## config.mk

```make
export PLATFORM = sky130hd
export DESIGN_NAME = fetch_queue_stage
export DESIGN_NICKNAME = d
export VERILOG_FILES = /design/src/rtl/fetch_queue_stage.sv
export SDC_FILE = /design/constraint.sdc
export NUM_CORES = 1
export LEC_CHECK = 0
export CORE_UTILIZATION = 38
export CTS_CLUSTER_SIZE = 20
export DETAILED_ROUTE_END_ITERATION = 8
export GPL_ROUTABILITY_DRIVEN = 0
export PLACE_DENSITY = 0.62
export SETUP_SLACK_MARGIN = 0.4
export SLEW_MARGIN = 10
export SYNTH_ARGS = -nofsm -noshare
export SYNTH_HDL_FRONTEND = slang
export SYNTH_SLANG_ARGS = --single-unit
export TNS_END_PERCENT = 30
```

## constraint.sdc

```tcl
create_clock -name i_Clk -period 3.7 [get_ports i_Clk]
set_input_delay 0.555 -clock i_Clk [delete_from_list [all_inputs] [get_ports i_Clk]]
set_output_delay 0.555 -clock i_Clk [all_outputs]
set_load 0.02 [all_outputs]
```

## src/rtl/fetch_queue_stage.sv

```systemverilog
// Fetch stage: PC generation, variable-latency imem port, prefetch FIFO.
// Optional FETCH_PERF_CNT_EN adds saturating fetch/squash counters.
module fetch_queue_stage #(
    parameter int unsigned     XLEN            = 32,
    parameter logic [XLEN-1:0] RESET_PC        = 32'h0000_0000,
    parameter int unsigned     FIFO_DEPTH      = 4,
    parameter int unsigned     MAX_OUTSTANDING = 2
) (
    input  logic            i_Clk,
    input  logic            i_Reset_n,
    input  logic            i_PCSrcE,
    input  logic [XLEN-1:0] i_PCTargetE,
    input  logic            i_StallF,
    output logic            o_ImemReqValid,
    output logic [XLEN-1:0] o_ImemReqAddr,
    input  logic            i_ImemReqReady,
    input  logic            i_ImemRspValid,
    input  logic [XLEN-1:0] i_ImemRspData,
    output logic            o_ValidF,
    output logic [XLEN-1:0] o_InstrF,
    output logic [XLEN-1:0] o_PCF,
    output logic [XLEN-1:0] o_PCPlus4F
`ifdef FETCH_PERF_CNT_EN
    ,
    output logic [31:0]     o_FetchCount,
    output logic [31:0]     o_SquashCount
`endif
);

    localparam int unsigned PW = $clog2(FIFO_DEPTH);
    localparam int unsigned CW = PW + 1;
    localparam int unsigned IW =
        (MAX_OUTSTANDING > 1) ? $clog2(MAX_OUTSTANDING) : 1;
    localparam int unsigned OW = $clog2(MAX_OUTSTANDING + 1);
    localparam int unsigned SW = ((CW > OW) ? CW : OW) + 1;

    localparam logic [IW-1:0] IF_LAST = IW'(MAX_OUTSTANDING - 1);
    localparam logic [OW-1:0] OUT_MAX = OW'(MAX_OUTSTANDING);
    localparam logic [SW-1:0] CREDIT  = SW'(FIFO_DEPTH);

    logic [XLEN-1:0] pc_q, pc_d;

    logic [XLEN-1:0] fifo_instr_q [FIFO_DEPTH];
    logic [XLEN-1:0] fifo_pc_q    [FIFO_DEPTH];
    logic [PW-1:0]   wptr_q, wptr_d;
    logic [PW-1:0]   rptr_q, rptr_d;
    logic [CW-1:0]   count_q, count_d;

    logic [XLEN-1:0] ifq_q [MAX_OUTSTANDING];
    logic [IW-1:0]   ifw_q, ifw_d;
    logic [IW-1:0]   ifr_q, ifr_d;
    logic [OW-1:0]   out_q, out_d;
    logic [OW-1:0]   drop_q, drop_d;

    logic            redirect;
    logic            req_valid;
    logic            accept;
    logic            rsp;
    logic            drop_rsp;
    logic            push;
    logic            pop;
    logic            head_valid;
    logic [SW-1:0]   used;
    logic [XLEN-1:0] rsp_pc;

    assign redirect   = i_PCSrcE;
    assign head_valid = (count_q != '0);
    assign used       = SW'(count_q) + SW'(out_q);

    // Credit check: every accepted request is guaranteed a FIFO slot.
    assign req_valid = i_Reset_n && !redirect &&
                       (out_q < OUT_MAX) && (used < CREDIT);
    assign accept    = req_valid && i_ImemReqReady;
    assign rsp       = i_ImemRspValid;
    assign drop_rsp  = rsp && (redirect || (drop_q != '0));
    assign push      = rsp && !drop_rsp;
    assign pop       = head_valid && !i_StallF && !redirect;
    assign rsp_pc    = ifq_q[ifr_q];

    always_comb begin
        pc_d = pc_q;
        if (redirect) begin
            pc_d = {i_PCTargetE[XLEN-1:2], 2'b00};
        end else if (accept) begin
            pc_d = pc_q + XLEN'(4);
        end
    end

    always_comb begin
        ifw_d = ifw_q;
        ifr_d = ifr_q;
        out_d = out_q;
        if (accept) begin
            ifw_d = (ifw_q == IF_LAST) ? '0 : ifw_q + IW'(1);
        end
        if (rsp) begin
            ifr_d = (ifr_q == IF_LAST) ? '0 : ifr_q + IW'(1);
        end
        unique case ({accept, rsp})
            2'b10:   out_d = out_q + OW'(1);
            2'b01:   out_d = out_q - OW'(1);
            default: out_d = out_q;
        endcase
    end

    // In-flight queue is not cleared on redirect; dropped responses drain it.
    always_comb begin
        drop_d = drop_q;
        if (redirect) begin
            drop_d = rsp ? out_q - OW'(1) : out_q;
        end else if (drop_rsp) begin
            drop_d = drop_q - OW'(1);
        end
    end

    always_comb begin
        wptr_d  = wptr_q;
        rptr_d  = rptr_q;
        count_d = count_q;
        if (redirect) begin
            wptr_d  = '0;
            rptr_d  = '0;
            count_d = '0;
        end else begin
            if (push) begin
                wptr_d = wptr_q + PW'(1);
            end
            if (pop) begin
                rptr_d = rptr_q + PW'(1);
            end
            unique case ({push, pop})
                2'b10:   count_d = count_q + CW'(1);
                2'b01:   count_d = count_q - CW'(1);
                default: count_d = count_q;
            endcase
        end
    end

    always_ff @(posedge i_Clk or negedge i_Reset_n) begin
        if (!i_Reset_n) begin
            pc_q    <= RESET_PC;
            wptr_q  <= '0;
            rptr_q  <= '0;
            count_q <= '0;
            ifw_q   <= '0;
            ifr_q   <= '0;
            out_q   <= '0;
            drop_q  <= '0;
        end else begin
            pc_q    <= pc_d;
            wptr_q  <= wptr_d;
            rptr_q  <= rptr_d;
            count_q <= count_d;
            ifw_q   <= ifw_d;
            ifr_q   <= ifr_d;
            out_q   <= out_d;
            drop_q  <= drop_d;
        end
    end

    always_ff @(posedge i_Clk or negedge i_Reset_n) begin
        if (!i_Reset_n) begin
            for (int i = 0; i < FIFO_DEPTH; i++) begin
                fifo_instr_q[i] <= '0;
                fifo_pc_q[i]    <= '0;
            end
        end else if (push) begin
            fifo_instr_q[wptr_q] <= i_ImemRspData;
            fifo_pc_q[wptr_q]    <= rsp_pc;
        end
    end

    always_ff @(posedge i_Clk or negedge i_Reset_n) begin
        if (!i_Reset_n) begin
            for (int i = 0; i < MAX_OUTSTANDING; i++) begin
                ifq_q[i] <= '0;
            end
        end else if (accept) begin
            ifq_q[ifw_q] <= pc_q;
        end
    end

    assign o_ImemReqValid = req_valid;
    assign o_ImemReqAddr  = pc_q;
    assign o_ValidF       = head_valid;
    assign o_InstrF       = head_valid ? fifo_instr_q[rptr_q] : '0;
    assign o_PCF          = head_valid ? fifo_pc_q[rptr_q] : '0;
    assign o_PCPlus4F     = head_valid ? fifo_pc_q[rptr_q] + XLEN'(4) : '0;

`ifdef FETCH_PERF_CNT_EN
    logic [31:0] fetch_cnt_q, fetch_cnt_d;
    logic [31:0] squash_cnt_q, squash_cnt_d;
    logic [32:0] squash_sum;

    assign squash_sum = {1'b0, squash_cnt_q} +
                        (redirect ? 33'(count_q) : 33'd0) +
                        (drop_rsp ? 33'd1 : 33'd0);

    always_comb begin
        fetch_cnt_d  = fetch_cnt_q;
        squash_cnt_d = squash_sum[32] ? '1 : squash_sum[31:0];
        if (accept && (fetch_cnt_q != '1)) begin
            fetch_cnt_d = fetch_cnt_q + 32'd1;
        end
    end

    always_ff @(posedge i_Clk or negedge i_Reset_n) begin
        if (!i_Reset_n) begin
            fetch_cnt_q  <= '0;
            squash_cnt_q <= '0;
        end else begin
            fetch_cnt_q  <= fetch_cnt_d;
            squash_cnt_q <= squash_cnt_d;
        end
    end

    assign o_FetchCount  = fetch_cnt_q;
    assign o_SquashCount = squash_cnt_q;
`endif

endmodule

```

==> metrics.txt <==
Finished Cell Area around 21000 um^2; Sw Pwr 5509 uW; worst slew pin tran 1048 ps; Synth Area in Compound Gates under 10%; top-count cell post-synth dfrtp_1; Final Max Slew Viols 0; Total Power between 15000 and 20000 uW; Core ar. ~43000 um^2; Max VDD drop approximately 0.00035 V; Worst-Skew Late Latency between 500 and 600 ps; Die Area 44640 um^2; Total GRT Usage between 10% and 20%; vias in the first global route around 12000; portion of netlist area occupied by mux cells roughly a quarter; biggest area consumer among synthesized cells dfrtp_1; share of total power in combinational logic 40.8%; antenna violation net count after detailed routing 0; pwr dens 742.6 nW/um^2; ANT cells 0; worst setup path end o_PCPlus4F[24]; Slew headroom between 30% and 40%; GR Overflow Total 0; R2R setup slack between 1000 and 1500 ps; clock sink total 351; Max stage delay cell, worst path or4_4; synth cell count leaders 351 x dfrtp_1, 192 x mux2_2, 178 x nand2_1; crit-path max cell delay 620 ps; worst-path fanout max 7; final setup fails 0; antenna violations before repair 0; internal cell power slightly above 10000 uW; DR iter-0 viols 730; sequential power share a little over a third; hold violation total from the final report 0; Hold Buf Count CTS 0; Crit. End Element output pin; fill count around 3800; share of cells above drive strength 1 between 30% and 40%; Post-Synth Simple-Gate Area 11.15%; Post-synth EDFFs 0; reg2reg path depth 7; Yosys cell types 53; Synth Area in XOR/XNOR 1.473%; total CTS buffers 39; Max Cap Viol 0; DIE HEIGHT approximately 210 um; main combinational cell family by area after synthesis multiplexers; Synth Register Bits roughly 350; Reg-to-Reg End count_q[2]; max frequency roughly 0.27 GHz; Clk pin slew, worst setup/hold paths roughly 60 ps; first-pass GRT wire length between 60000 and 70000 um; Synth area leaders dfrtp_1 53%, mux2_2 13%, mux4_2 6.9%; status finished, final reports clean; Root Buffer Master clkbuf_16; IO Pins 200; HP Class in2async; Final Critical Period roughly 3700 ps; post-synthesis instance total between 1000 and 1500; Initial Utilization 38.55%; pin count of the biggest net entering global routing between 80 and 90; startpoint class of the critical path flip-flop; DR WL/cell 18.92 um; most used cell, CP buf_6; dpl ws ~57 ps; leakage roughly 0.01 uW; CP cell instances buf_8, buf_6, mux4_2, inv_2, or4_4, buf_6, nor3_4, mux2_4, buf_6; Post-synth ARST share between 90% and 100%; routed vias 11690; Worst EP required 3140 ps; Most used DFF post-synth dfrtp_1; DRC 0; PortBufs between 150 and 200; critical path launch point rptr_q[0]; Arrival @ worst endpoint 3140 ps; final worst slack a little under 0.3 ps; Synth Area in Adders less than 1%; Max Clock Skew between 10 and 15 ps; Final Core Density 49.38%; vias per inst 5.260; top cell type's share of synthesized area around 53%; area delta synth->final 28.08%; Die W around 210 um; critical path type reg2out; Mean Syn Cell Area between 10 and 15 um^2; Synth Cell Area between 15000 and 20000 um^2; Clock power frac a little under a quarter; Reg-to-Reg Start count_q[2]; final net count about 1700; switching share of power between 30% and 40%; placed instance area 19360 um^2; H-tree Lvls 2; row count 76; synth warn 0; period utilization roughly 100%; register area share after synthesis between 50% and 60%; CTS tree done; RSZ-0062 raised after global routing yes; Bufs on Longest Clock Path 3; DP HPWL around 27000 um; drt first pass iters 7; DRT Wirelength 42070 um
-- state kept, by name, indices dropped and copies added, names as in the netlist, 2 cells and up --
signal / count
out_q: 2
count_q: 3
wptr_q: 2
rptr_q: 2
o_ImemReqAddr: 30
fifo_instr_q: 128
fifo_pc_q: 120
ifq_q: 60
drop_q: 2
-- cell type report --
| class | count | area, um^2 | area share, % |
|---|---|---|---|
| Clock buffer | 54 | 1094 | 5.130 |
| Clock inverter | 9 | 135.1 | 0.6339 |
| Inverter | 15 | 60.06 | 0.2817 |
| Multi-Input combinational cell | 922 | 7670 | 35.98 |
| Sequential cell | 351 | 8788 | 41.23 |
| Tap cell | 585 | 732.0 | 3.434 |
| Timing Repair Buffer | 287 | 2838 | 13.31 |
-- power groups by stage --
stage / clock, uW / sequential (uW) / combinational, uW
6_report: 3760 / 5600 / 6470
5_1_grt: 4020 / 5760 / 6970
4_1_cts: 3870 / 5600 / 6290
3_5_place_dp: 0 / 5710 / 6000
3_3_place_gp: 0 / 5650 / 5910
2_1_floorplan: 0 / 5470 / 3960
-- what timing repair did --
item                       in CTS  in global routing
pin swaps                      19                 31
gates cloned                    0                  2
resized for setup             250                116
setup endpoints to repair      86                 52
buffers inserted               22                 20
hold endpoints to repair        0                  0
-- metal layers --
| layer | global-route usage, % | part of all wire (%) |
|---|---|---|
| met3 | 2.721 | 5.1 |
| met2 | 28.71 | 45 |
| met5 | 0 | 0 |
| met1 | 28.99 | 49 |
| met4 | 4.748 | 1.5 |
-- per-stage QoR --
step                      TNS, ps  hold WS, ps  instances
final                           0        266.3       2223
after global routing       -514.7        335.3       2223
after CTS                  -176.5        292.3       2201
after detailed placement        0        462.7       2116
after global placement          0        452.6       2116
after floorplan                 0        259.4       1384
-- worst min path at each step --
stage	depth (start not counted)	end	slack (ps)	start
after global placement	2	fifo_pc_q[42]	450	fifo_pc_q[42]
after detailed placement	2	fifo_pc_q[71]	460	fifo_pc_q[71]
final	2	o_ImemReqAddr[4]	270	i_Reset_n
after floorplan	0	count_q[0]	260	i_Reset_n
after CTS	2	fifo_pc_q[4]	290	i_Reset_n
after global routing	2	fifo_instr_q[46]	340	i_Reset_n
-- kinds of logic after synthesis --
group / Yosys count
multiplexers: 293
buffers and inverters: 111
AO/OA/AOI/OAI: 201
adder cells (fa/ha/maj): 10
other: 1
XOR/XNOR: 28
AND/OR/NAND/NOR: 384
flip-flops: 351
-- critical path, delay by kind of cell, from the launching register on --
kind / cells / cell delay (ps)
buffers and inverters: 5 / 660
multiplexers: 2 / 700
AND/OR/NAND/NOR: 2 / 730
flip-flops: 1 / 520
-- placed cells by master (no fill, tap or decap), types with 28 or more instances in the layout --
cell type        netlist  routed
dfrtp_1              351     349
mux2_2               192     187
nand2_1              178     170
o21ai_0              151     149
clkdlybuf4s50_1        0     103
buf_4                  8      80
and2_1                64      62
mux4_2                51      60
nor2_1                47      46
clkbuf_16              0      41
mux2i_1               33      33
buf_6                  3      28
Note: power is estimated with default switching activity, not from simulation.
